File: src/rtl/i2s_tx.sv
// i2s_tx: I2S stereo serializer with one-pair buffer; define I2S_TX_HOLD_LAST_EN to repeat the last pair on underrun
module i2s_tx #(
  parameter int WIDTH     = 24,
  parameter int SLOT_BITS = 32,
  parameter int CLK_DIV   = 8
) (
  input  logic             clk_i,
  input  logic             rst_i,
  input  logic [WIDTH-1:0] sample_l_i,
  input  logic [WIDTH-1:0] sample_r_i,
  input  logic             valid_i,
  output logic             ready_o,
  output logic             sclk_o,
  output logic             lrclk_o,
  output logic             sdata_o,
  output logic             frame_start_o,
  output logic             underrun_o
);
  localparam int CW = $clog2(2 * SLOT_BITS);
  localparam int DW = $clog2(CLK_DIV);
  localparam logic [CW-1:0] LAST  = CW'(2 * SLOT_BITS - 1);
  localparam logic [CW-1:0] SB    = CW'(SLOT_BITS);
  localparam logic [DW-1:0] DLAST = DW'(CLK_DIV - 1);
`ifdef I2S_TX_HOLD_LAST_EN
  localparam bit HOLD = 1'b1;
`else
  localparam bit HOLD = 1'b0;
`endif
  logic [DW-1:0]    div_q, div_d;
  logic [CW-1:0]    cnt_q, cnt_d, pos, idx;
  logic             sclk_q, sclk_d, lr_q, lr_d, sd_q, sd_d, fs_q, fs_d, ur_q, ur_d, full_q, full_d;
  logic [WIDTH-1:0] sh_l_q, sh_l_d, sh_r_q, sh_r_d, hold_l_q, hold_l_d, hold_r_q, hold_r_d;
  logic [WIDTH-1:0] word, shw;
  logic             tick, fall, load, accept;
  always_comb begin
    tick     = div_q == DLAST;
    fall     = tick && sclk_q;
    load     = fall && cnt_q == LAST;
    accept   = valid_i && !full_q;
    div_d    = tick ? '0 : div_q + 1'b1;
    sclk_d   = tick ? !sclk_q : sclk_q;
    cnt_d    = fall ? (cnt_q == LAST ? '0 : cnt_q + 1'b1) : cnt_q;
    // position 0 of each slot carries the last bit of the slot before it (one-bit I2S delay)
    word     = (cnt_d != '0 && cnt_d <= SB) ? sh_l_q : sh_r_q;
    pos      = cnt_d >= SB ? cnt_d - SB : cnt_d;
    idx      = (pos == '0 ? SB : pos) - 1'b1;
    shw      = word << idx;
    sd_d     = fall ? shw[WIDTH-1] : sd_q;
    lr_d     = fall ? cnt_d >= SB : lr_q;
    fs_d     = load;
    ur_d     = load && !full_q;
    sh_l_d   = load ? (full_q ? hold_l_q : (HOLD ? sh_l_q : '0)) : sh_l_q;
    sh_r_d   = load ? (full_q ? hold_r_q : (HOLD ? sh_r_q : '0)) : sh_r_q;
    hold_l_d = accept ? sample_l_i : hold_l_q;
    hold_r_d = accept ? sample_r_i : hold_r_q;
    full_d   = accept || (full_q && !load);
  end
  always_ff @(posedge clk_i) begin
    if (rst_i) begin
      div_q    <= '0;
      cnt_q    <= LAST;
      sclk_q   <= 1'b0;
      lr_q     <= 1'b1;
      sd_q     <= 1'b0;
      fs_q     <= 1'b0;
      ur_q     <= 1'b0;
      full_q   <= 1'b0;
      sh_l_q   <= '0;
      sh_r_q   <= '0;
      hold_l_q <= '0;
      hold_r_q <= '0;
    end else begin
      div_q    <= div_d;
      cnt_q    <= cnt_d;
      sclk_q   <= sclk_d;
      lr_q     <= lr_d;
      sd_q     <= sd_d;
      fs_q     <= fs_d;
      ur_q     <= ur_d;
      full_q   <= full_d;
      sh_l_q   <= sh_l_d;
      sh_r_q   <= sh_r_d;
      hold_l_q <= hold_l_d;
      hold_r_q <= hold_r_d;
    end
  end
  assign ready_o       = !full_q;
  assign sclk_o        = sclk_q;
  assign lrclk_o       = lr_q;
  assign sdata_o       = sd_q;
  assign frame_start_o = fs_q;
  assign underrun_o    = ur_q;
endmodule

File: config.mk
export PLATFORM = sky130hd
export DESIGN_NAME = i2s_tx
export DESIGN_NICKNAME = d
export VERILOG_FILES = /design/src/rtl/i2s_tx.sv
export SDC_FILE = /design/constraint.sdc
export NUM_CORES = 1
export LEC_CHECK = 0
export CAP_MARGIN = 30
export CORE_UTILIZATION = 45
export DETAILED_ROUTE_END_ITERATION = 10
export PLACE_DENSITY_LB_ADDON = 0.05
export SYNTH_ARGS = -nofsm -noshare
export SYNTH_HDL_FRONTEND = slang
export SYNTH_SLANG_ARGS = --single-unit
File: constraint.sdc
create_clock -name clk_i -period 10.2 [get_ports clk_i]
set_clock_uncertainty 0.2 [all_clocks]
set_input_delay 2.04 -clock clk_i [delete_from_list [all_inputs] [get_ports clk_i]]
set_output_delay 2.04 -clock clk_i [all_outputs]
set_load 0.02 [all_outputs]
==> flow_metrics.env <==
export IMPL_status="complete, no violations"
export IMPL_reg2regPathDepth=13
export IMPL_slew_headroom_pct=43.8
export IMPL_setup_viol_count_final=0
export IMPL_fin_crit_sh_pct=46.1
export IMPL_cp_required_ps=10220
export IMPL_synthFlopType="dfxtp_1"
export IMPL_fmax_ghz=0.213
export IMPL_numCtsBuffers=9
export IMPL_min_to="div_q[0]"
export IMPL_grt_pass1_wl_um=16900
export IMPL_setup_slack_ps=5500
export IMPL_hold_buffers=0
export IMPL_path_class="register to register"
export IMPL_syn2layout_area_growth_pct=19.1
export IMPL_start_util_pct=46.2
export IMPL_worst_path_max_fanout=17
export IMPL_finalCriticalPeriod_ps=4700
export IMPL_cts_buffer_depth=2
export IMPL_clk_root_buffer_cell="clkbuf_8"
export IMPL_vias_per_cell=5.47
export IMPL_wl_per_cell_um=15.0
export IMPL_power_density_nw_per_um2=144
export IMPL_grt_pass1_vias=3369
export IMPL_multiInputGateArea_um2=2140
export IMPL_leakage_nw=1.98
export IMPL_timing_rr_end="sdata_o"
export IMPL_cts_tree="built"
export IMPL_critPathLaunchType="register"
export IMPL_fp_dieH_um=102
export IMPL_synth_edf_count=0
export IMPL_post_cts_buffers=0
export IMPL_slew_viol_final=0
export IMPL_hold_class="register to register"
export IMPL_antenna_cells=0
export IMPL_tightest_slew_ps=838
export IMPL_num_io_pins=57
export IMPL_tns_ps=0
export IMPL_synthCells=495
export IMPL_regArea_um2=2220
export IMPL_hold_path_depth=1
export IMPL_dieArea_um2=10400
export IMPL_clock_latency_ps=360
export IMPL_final_util_pct=55.1
export IMPL_worstPathArrival_ps=4720
export IMPL_synth_area_um2=4500
export IMPL_max_cap_violations=0
export IMPL_seq_area_frac_synth_pct=49.4
export IMPL_die_w_um=102
export IMPL_ir_drop_uv=82.3
export IMPL_core_area_um2=9730
export IMPL_synth_fp_nets=550
export IMPL_postSynthAreaPerCell_um2=9.09
export IMPL_drive_above_1_share_pct=8.21
export IMPL_timing_rr_start="div_q[0]"
export IMPL_hold_violations=0
export IMPL_grt_max_degree=67
export IMPL_gp_congestion=0.857
export IMPL_final_nets=586
export IMPL_synth_seq_cells=111
export IMPL_drc=0
export IMPL_cts_resized_gates=0
export IMPL_grt_antenna_before_repair=0
export IMPL_yosysMostFrequentCell="nand2_1"
export IMPL_vias=3659
export IMPL_rrSetupSlack_ps=5500
export IMPL_stdcell_count=669
export IMPL_drt_wl_total_um=10000
export IMPL_post_dp_hpwl_um=6780
export IMPL_place_inst=652
export IMPL_drt_pre_antenna_iters=4
export IMPL_cts_sinks=111
export IMPL_hold_worst_slack_ps=236
export IMPL_synthTopCellsByArea="dfxtp_1 49%, nand2_1 9.3%, a22o_1 9.3%, a21oi_1 6.0%, clkbuf_1 2.3%"
export IMPL_async_reset_ff_share_pct=0
export IMPL_track_usage_pct=20.7
export IMPL_end_kind="register"
export IMPL_portBuffers=56
export IMPL_ant_nets=0
export IMPL_fillers=951
export IMPL_rows=36
export IMPL_h_tree_depth=3
export IMPL_yosysTopAreaCell="dfxtp_1"
export IMPL_synth_distinct_cells=56
export IMPL_synthTopCellsByCount="112 x nand2_1, 111 x dfxtp_1, 54 x a21oi_1, 48 x a22o_1, 28 x clkbuf_1"
export IMPL_yosysWarnings=0
export IMPL_grt_overflow=0
export IMPL_path_clk_slew_ps=100
export IMPL_drtIter0Drc=167
export IMPL_synth_top_cell_area_share_pct=49.4
export IMPL_min_from="div_q[0]"
export IMPL_preCtsSetupSlack_ps=5520
export IMPL_rsz0062_at_grt="no"
==> layer usage <==
| metal | track usage, % | vias up | wire [um] |
|---|---|---|---|
| met2 | 31.4 | 68 | 4420 |
| met3 | 3.63 | 12 | 286 |
| met1 | 30.1 | 1727 | 5210 |
| met5 | 0 | - | 0 |
| li1 | - | 1852 | - |
| met4 | 5.82 | 0 | 123 |
==> placed cells by master, fill, tap and decap left out, types with 4 or more instances in the layout <==
cell,netlist,final
nand2_1,112,112
dfxtp_1,111,111
clkdlybuf4s50_1,0,55
a21oi_1,54,54
a22o_1,48,48
nor2_1,11,11
nand3_1,10,10
clkbuf_8,0,10
nand2b_1,8,8
a211oi_1,7,7
mux2i_1,6,6
nor3_1,7,6
o21ai_0,6,6
xnor2_1,5,5
o221ai_1,5,5
mux2_2,4,4
ha_1,4,4
buf_4,2,4
==> registers in the layout, indices dropped and copies added, names as in the netlist <==
name,cells
hold_l_q,24
underrun_o,1
frame_start_o,1
hold_r_q,24
lrclk_o,1
cnt_q,6
sdata_o,1
sclk_o,1
full_q,1
div_q,3
sh_r_q,24
sh_l_q,24
==> cell type report <==
class                   instances  share of cell area, %
clock buffers                  10                   2.57
clock inverters                 6                   1.35
inverters                       3                  0.210
multi-input cells             345                   39.9
flip-flops and latches        111                   41.5
well taps                     133                   3.11
repair buffers                 61                   11.4
==> report_power, final <==
part | switching (mW) | total [mW] | internal [mW]
Combinational | 0.0276 | 0.0567 | 0.0291
Sequential | 0.00702 | 0.453 | 0.446
Clock | 0.157 | 0.261 | 0.104
Total | 0.191 | 0.771 | 0.579
==> logic make-up (layout without fill, tap and decap cells) <==
kind of cell	after synthesis	count (layout)	share of synthesized area, %
DFF	111	111	49.4
muxes	12	12	3.34
AOI/OAI and AO/OA	150	150	23.7
buffers and inverters	39	80	3.48
adders and majority gates	4	4	1.11
xor gates and xnor gates	9	9	1.92
and+or+nand+nor	170	170	17.0
==> worst max-delay path by stage <==
stage / startpoint / end / slack, ps / cells after the start
after global placement: div_q[0] / sdata_o / 5640 / 13
after floorplan: div_q[0] / sdata_o / 6590 / 15
after global routing: div_q[0] / sdata_o / 5110 / 13
after CTS: div_q[0] / sdata_o / 5510 / 13
final: div_q[0] / sdata_o / 5500 / 13
after detailed placement: div_q[0] / sdata_o / 5520 / 13
==> metrics by stage <==
stage | area (um2) | power [mW]
final | 5360 | 0.771
after global routing | 5360 | 0.811
after CTS | 5330 | 0.781
after detailed placement | 5120 | 0.519
after global placement | 5120 | 0.518
after floorplan | 4500 | 0.490
==> critical path, stage by stage (launching register included) <==
cell and delay [ps]:
dfxtp_1 350, ha_1 150, ha_1 410, nand2_1 260
nand2b_1 130, o311a_1 560, inv_1 380, ha_1 730
mux4_2 550, or2_2 280, o311ai_1 80, a211oi_1 90
a311oi_1 260, o32ai_1 110
Power figures use the tool's default switching activity.
